<file path="src/rtl/sync_frame_serializer.sv">
// Parallel words in on valid/ready, serial frames out: SYNC_PAT, payload MSB-first, GAP_CYC idle zeros.
// Define SYNC_SER_PARITY_EN to append an even-parity bit after the payload and end the frame on it.
module sync_frame_serializer #(
   parameter int                DATA_W   = 8,
   parameter int                SYNC_W   = 4,
   parameter logic [SYNC_W-1:0] SYNC_PAT = 4'b1010,
   parameter int                GAP_CYC  = 2
) (
   input  logic              clk,
   input  logic              resetn,
   input  logic              din_valid,
   input  logic [DATA_W-1:0] din_data,
   output logic              din_ready,
   output logic              dout,
   output logic              dout_active,
   output logic              frame_last
);

   localparam int MAX_SD  = (SYNC_W > DATA_W) ? SYNC_W : DATA_W;
   localparam int MAX_G   = (MAX_SD > GAP_CYC) ? MAX_SD : GAP_CYC;
   localparam int MAX_ALL = (MAX_G > 2) ? MAX_G : 2;
   localparam int CNT_W   = $clog2(MAX_ALL);

   localparam logic [CNT_W-1:0] SYNC_LD = CNT_W'(SYNC_W - 1);
   localparam logic [CNT_W-1:0] DATA_LD = CNT_W'(DATA_W - 1);
   localparam logic [CNT_W-1:0] GAP_LD  = CNT_W'((GAP_CYC > 0) ? GAP_CYC - 1 : 0);
   localparam logic [CNT_W-1:0] CNT_ONE = CNT_W'(1);

`ifdef SYNC_SER_PARITY_EN
   typedef enum logic [2:0] {IDLE, SYNC, DATA, PAR, GAP} state_t;
`else
   typedef enum logic [2:0] {IDLE, SYNC, DATA, GAP} state_t;
`endif

   state_t            state_q, state_d;
   logic [CNT_W-1:0]  cnt_q, cnt_d;
   logic [DATA_W-1:0] data_q, data_d;
   logic              din_ready_q, din_ready_d;
   logic              dout_q, dout_d;
   logic              dout_active_q, dout_active_d;
   logic              frame_last_q, frame_last_d;
   logic [SYNC_W-1:0] sync_mask;
   logic [DATA_W-1:0] data_mask;

   // Next-state: every state leaves on count 0, so counters never wrap.
   always_comb begin
      state_d = state_q;
      cnt_d   = cnt_q;
      data_d  = data_q;
      case (state_q)
         IDLE: begin
            if (din_valid && din_ready_q) begin
               state_d = SYNC;
               cnt_d   = SYNC_LD;
               data_d  = din_data;
            end
         end
         SYNC: begin
            if (cnt_q == '0) begin
               state_d = DATA;
               cnt_d   = DATA_LD;
            end else begin
               cnt_d = cnt_q - CNT_ONE;
            end
         end
         DATA: begin
            if (cnt_q == '0) begin
`ifdef SYNC_SER_PARITY_EN
               state_d = PAR;
`else
               state_d = (GAP_CYC > 0) ? GAP : IDLE;
               cnt_d   = GAP_LD;
`endif
            end else begin
               cnt_d = cnt_q - CNT_ONE;
            end
         end
`ifdef SYNC_SER_PARITY_EN
         PAR: begin
            state_d = (GAP_CYC > 0) ? GAP : IDLE;
            cnt_d   = GAP_LD;
         end
`endif
         GAP: begin
            if (cnt_q == '0) begin
               state_d = IDLE;
            end else begin
               cnt_d = cnt_q - CNT_ONE;
            end
         end
         default: begin
            state_d = IDLE;
            cnt_d   = '0;
         end
      endcase
   end

   // Outputs are a function of the state being entered, so they register alongside it.
   always_comb begin
      sync_mask     = SYNC_W'(1) << cnt_d;
      data_mask     = DATA_W'(1) << cnt_d;
      din_ready_d   = (state_d == IDLE);
      dout_d        = 1'b0;
      dout_active_d = 1'b0;
      frame_last_d  = 1'b0;
      case (state_d)
         SYNC: begin
            dout_d        = |(SYNC_PAT & sync_mask);
            dout_active_d = 1'b1;
         end
         DATA: begin
            dout_d        = |(data_d & data_mask);
            dout_active_d = 1'b1;
`ifndef SYNC_SER_PARITY_EN
            frame_last_d  = (cnt_d == '0);
`endif
         end
`ifdef SYNC_SER_PARITY_EN
         PAR: begin
            dout_d        = ^data_d;
            dout_active_d = 1'b1;
            frame_last_d  = 1'b1;
         end
`endif
         default: begin
            dout_d        = 1'b0;
         end
      endcase
   end

   always_ff @(posedge clk or negedge resetn) begin
      if (!resetn) begin
         state_q       <= IDLE;
         cnt_q         <= '0;
         data_q        <= '0;
         din_ready_q   <= 1'b0;
         dout_q        <= 1'b0;
         dout_active_q <= 1'b0;
         frame_last_q  <= 1'b0;
      end else begin
         state_q       <= state_d;
         cnt_q         <= cnt_d;
         data_q        <= data_d;
         din_ready_q   <= din_ready_d;
         dout_q        <= dout_d;
         dout_active_q <= dout_active_d;
         frame_last_q  <= frame_last_d;
      end
   end

   assign din_ready   = din_ready_q;
   assign dout        = dout_q;
   assign dout_active = dout_active_q;
   assign frame_last  = frame_last_q;

endmodule

</file>
<file path="config.mk">
export PLATFORM = sky130hd
export DESIGN_NAME = sync_frame_serializer
export DESIGN_NICKNAME = d
export VERILOG_FILES = /design/src/rtl/sync_frame_serializer.sv
export SDC_FILE = /design/constraint.sdc
export NUM_CORES = 1
export LEC_CHECK = 0
export BUFFER_PORTS_ARGS = -buffer_cell sky130_fd_sc_hd__buf_4
export CAP_MARGIN = 25
export CORE_MARGIN = 2
export CORE_UTILIZATION = 30
export CTS_CLUSTER_SIZE = 14
export DETAILED_ROUTE_END_ITERATION = 12
export PLACE_DENSITY_LB_ADDON = 0.2
export RECOVER_POWER = 50
export SLEW_MARGIN = 20
export SYNTH_ARGS = -nofsm -noshare
export SYNTH_HDL_FRONTEND = slang
export SYNTH_SLANG_ARGS = --single-unit
</file>
<file path="constraint.sdc">
create_clock -name clk -period 2.6 [get_ports clk]
set_input_delay 0 -clock clk [delete_from_list [all_inputs] [get_ports clk]]
set_output_delay 0 -clock clk [all_outputs]
set_load 0.02 [all_outputs]
</file>
# == Word level (Yosys, flattened, before mapping) ==
# Index checks and enable logic that the tools add are counted.
# word_totals
out_inout_bits,4
word_cells,39
input_bits,11
register_bits,18
# classes
reduce_logical,8
shift,2
n_eq_ne,5
addsub,1
n_mux,15
bitwise,1
# op_table
cell,n
2-to-1 mux 3 bit,8
one-hot mux 3 bit (4 select lines),2
2-to-1 mux 8 bit,2
zero test 3 bit,4
"equality test 3 x 2 -> 1 bit, second input constant",3
AND 8 bit,1
OR reduction 8 bit,1
"<< shifter 1 x 3 -> 8 bit, first input constant",1
"equality test 3 x 1 -> 1 bit, second input constant",2
OR reduction 2 bit,2
"<< shifter 1 x 3 -> 4 bit, first input constant",1
"subtractor 3 x 1 -> 3 bit, second input constant",1
2-to-1 mux 1 bit,2
one-hot mux 1 bit (2 select lines),1
logical AND 1 bit,1

# == Logic depth before layout (Yosys ltp) ==
# depth
depth_word,7
depth_mapped,11
depth_no_buf,10

# == Worst setup path before layout ==
# Ideal clock, no wire load.
# synth_path
path_type,register to register
start,register cnt_q[0]
end,"register dout_q, in the netlist dout"
arrival_time_ns,2.165
setup_time_ns,0.096
path_buffers,1
required_time_ns,2.504
synth_period_minus_slack_ns,2.260
slack_ns,0.340
path_stages_with_launch,12
cell_sequence,dfrtp_1 > inv_1 > ha_1 > nand2b_4 > buf_6 > ha_1 > or2_0 > a31o_2 > or2_4 > a211oi_1 > nor3_1 > o32ai_2
# synth_between
elab_chain_cells,7
elab_cells_between_ends,19
classes_between,add/sub (1); eq/ne (2); shift (2); mux (10); bitwise (1); reduce/logical (3)
# synth_rtl
element,line,source
"start, declared",36,"logic [CNT_W-1:0] cnt_q, cnt_d;"
"start signal, assigned",142,cnt_q <= cnt_d;
subtractor 3 x 1 -> 3 bit or zero test 3 bit (tied branches),n/a,
2-to-1 mux 3 bit (on tied branches),"85, 59, 67",
one-hot mux 3 bit (4 select lines),50,case (state_q)
<< shifter 1 x 3 -> 8 bit,101,data_mask = DATA_W'(1) << cnt_d;
AND 8 bit,112,dout_d = |(data_d & data_mask);
OR reduction 8 bit,112,
one-hot mux 1 bit (2 select lines) (*),106,case (state_d)
net dout_d,39,"logic dout_q, dout_d;"
"end signal, assigned",145,dout_q <= dout_d;
"end, declared",39,
# Mark *: on every way through the listed nets, which the timed path passes. The rest lies on a longest branch.

# == Final worst setup path ==
# Ends and elaborated chain as after synthesis.

==> results.txt <==
status - completed
CTS Sinks - 18
post-route ant nets - 0
GP Congestion - 0.7288
clock latency on the worst-skew pair - 290 ps
setup tns final - 0 ps
CP Buf/Inv Count - 1
sequential share of the synthesized area - 0.4358
Clock Skews - 0.5504 ps
worst slew pin tran - 950.7 ps
initial antenna violation count - 0
Area contributors post-synth - dfrtp_1, mux2_2, ha_1
slowest stage delay, CP - 410 ps
Worst R2R Path Depth - 10
Placed Cells incl. Taps - 153
Fmax - 422.8 MHz
row cnt - 21
hold crit path type - input pin to register
Max Root-Sink Buffers - 2
WHS Path Cells - 4
Pre-antenna DRT Iters - 4
fin crit share - 0.9098
sw frac - 0.3934
clock slew at reported path FFs - 100 ps
number of gates resized after CTS - 0
die height - 62.70 um
final number of max-transition violations - 0
H-tree depth - 1
Net count, final - 135
#FFs+latches synth - 18
Root Buffer - clkbuf_4
most used cell, CP - ha_1
largest net degree at the start of global routing - 19
Crit Path Class - register to register
WL/cell - 12.16 um
Die X - 62.70 um
first-pass GRT wire length - 3.608 mm
GRT Util Overall - 0.1132
IO Pins - 15
die area - 3931 um^2
number of port buffers - 14
R2R Path End - dout
fin cells - 166
Post-synth EDFFs - 0
cell-internal power - 0.8247 mW
Syn Inst Count - 96
Synth-to-Final Area Change - 24.94%
Max IR drop VDD - 0.0003640 V
# DRC - 0
Pwr per Cell Area - 1053 nW/um^2
endpoints failing setup - 0
Lkg Pwr - 0.5901 nW
Synth Cell Area - 1033 um^2
hpwl dp - 1.516 mm
n_diodes - 0
hold slack final - 258.9 ps
crit path max fanout - 10
Async SR Flop Fraction - 1.000
Worst setup EP type - register
Final Hold Fails - 0
Unique masters post-synth - 44
Hold Crit Endpoint - data_q[2]
Clk pwr share - 0.123
hold_sp - din_valid
sequential share of power - 0.359
synthesized area per cell - 10.77 um^2
worst path arrival time - 2560 ps
syn_nets - 110
combinational group share of total power - 0.518
Num CTS Buffers - 3
CP max-delay cell - dfrtp_1
Psw - 0.5348 mW
worst endpoint required time - 2800 ps
Warnings, synthesis - 0
GRT overflow - 0
count leader, synth - dfrtp_1
max-cap viol count - 0
Routed Wire Length - 2.018 mm
R2R Path Start - cnt_q[0]
dominant cell type by area after synthesis - dfrtp_1
fraction of layout cells with a size suffix above 1 - 0.2833
number of vias per cell - 4.669
CTS tree - done
drt first-iter violations - 28
most frequent cells after synthesis - dfrtp_1, inv_1, a21oi_1, mux2_2, nand2_1
crit start category - register
CP delay by family, top - compound AO/OA/AOI/OAI gates
unrepaired setup endpoints after global routing - false
Starting Density - 0.3122
number of global-route vias before repair - 825
r2r setup slk - 230 ps
Top FF cell, synth - dfrtp_1
top cell type's share of synthesized area - 0.4358
filler instances - 352
CP cell instances - inv_1 > ha_1 > nand2b_4 > ha_1 > or2_0 > a31o_2 > or2_4 > a211oi_1 > nor3_1 > o32ai_2
core area - 3311 um^2
max_slew headroom - 0.3662
Tmin final - 2365 ps
DR vias - 775
layout by cell type (no fill, tap or decap), types with 2 or more instances in the layout:
master         synthesis  layout
dfrtp_1               18      18
buf_4                  0      13
dlygate4sd3_1          0       9
inv_1                  8       8
nand2_1                6       6
a21oi_1                6       6
mux2_2                 6       6
nand3_1                4       4
o21ai_0                3       3
ha_1                   3       3
clkbuf_4               0       3
a21o_1                 2       2
nor2_1                 2       2
mux2_4                 2       2
a211oi_1               2       2
nor3b_1                2       2
clkbuf_1               1       2
state kept, by name, indices dropped and copies added, names as in the netlist:
signal       cells
data_q           8
cnt_q            3
state_q          3
din_ready        1
dout             1
dout_active      1
frame_last       1
layer usage:
layer,routed length [um],vias to the layer above,global-route usage
met5,0,-,0
met4,18,0,0.04167
met3,48,4,0.01802
met2,998,12,0.2030
met1,953,372,0.1360
li1,-,387,-
stage by stage:
step           power [mW]  setup WS (ps)    util  instance area [um^2]
2_1_floorplan       1.073          339.8       -                  1033
3_3_place_gp        1.187          335.7  0.3541                  1172
3_5_place_dp        1.200          274.4  0.3541                  1172
4_1_cts             1.384          226.9  0.3923                  1299
5_1_grt             1.489          73.02  0.3900                  1291
6_report            1.359          234.6  0.3900                  1291
power by group through the flow:
| stage | clock [mW] | combinational (mW) | sequential [mW] |
|---|---|---|---|
| 6_report | 0.167 | 0.704 | 0.488 |
| 3_3_place_gp | 0 | 0.695 | 0.493 |
| 5_1_grt | 0.195 | 0.791 | 0.504 |
| 4_1_cts | 0.177 | 0.718 | 0.489 |
| 3_5_place_dp | 0 | 0.705 | 0.495 |
| 2_1_floorplan | 0 | 0.604 | 0.470 |
repair_timing:
item	in CTS	in global routing
endpoints found under the hold margin	26	0
setup buffers	0	0
hold buffers	9	0
worst max path at each step:
stage	endpoint	start	slack, ps	cells after the start
after floorplan	dout	cnt_q[0]	340	11
after global placement	dout	cnt_q[1]	340	10
after detailed placement	dout	cnt_q[0]	270	10
after CTS	dout	cnt_q[0]	230	10
after global routing	dout	cnt_q[0]	70	10
final	dout	cnt_q[0]	230	10
layout make-up:
| cell class | count | area, um^2 | share of cell area |
|---|---|---|---|
| multi-input cells | 66 | 521.8 | 0.4041 |
| clock buffers | 4 | 36.28 | 0.02810 |
| flip-flops and latches | 18 | 450.4 | 0.3488 |
| repair buffers | 24 | 195.2 | 0.1512 |
| inverters | 8 | 30.03 | 0.02326 |
| well taps | 46 | 57.56 | 0.04457 |
cell families after synthesis:
group,count (synthesis),synth area share
DFF,18,0.4358
AOI/OAI and AO/OA,27,0.1998
buffers and inverters,12,0.05931
adders and majority gates,3,0.03632
and+or+nand+nor,26,0.1610
muxes,9,0.1041
other,1,0.003628
worst reg2reg max path, delay by kind of cell (launching register included):
family / cells / cell delay, ps
AO/OA/AOI/OAI: 3 / 710
adder cells (fa/ha/maj): 2 / 410
buffers and inverters: 1 / 90
flip-flops: 1 / 410
AND/OR/NAND/NOR: 4 / 640
Note: power is estimated with default switching activity, not from simulation.
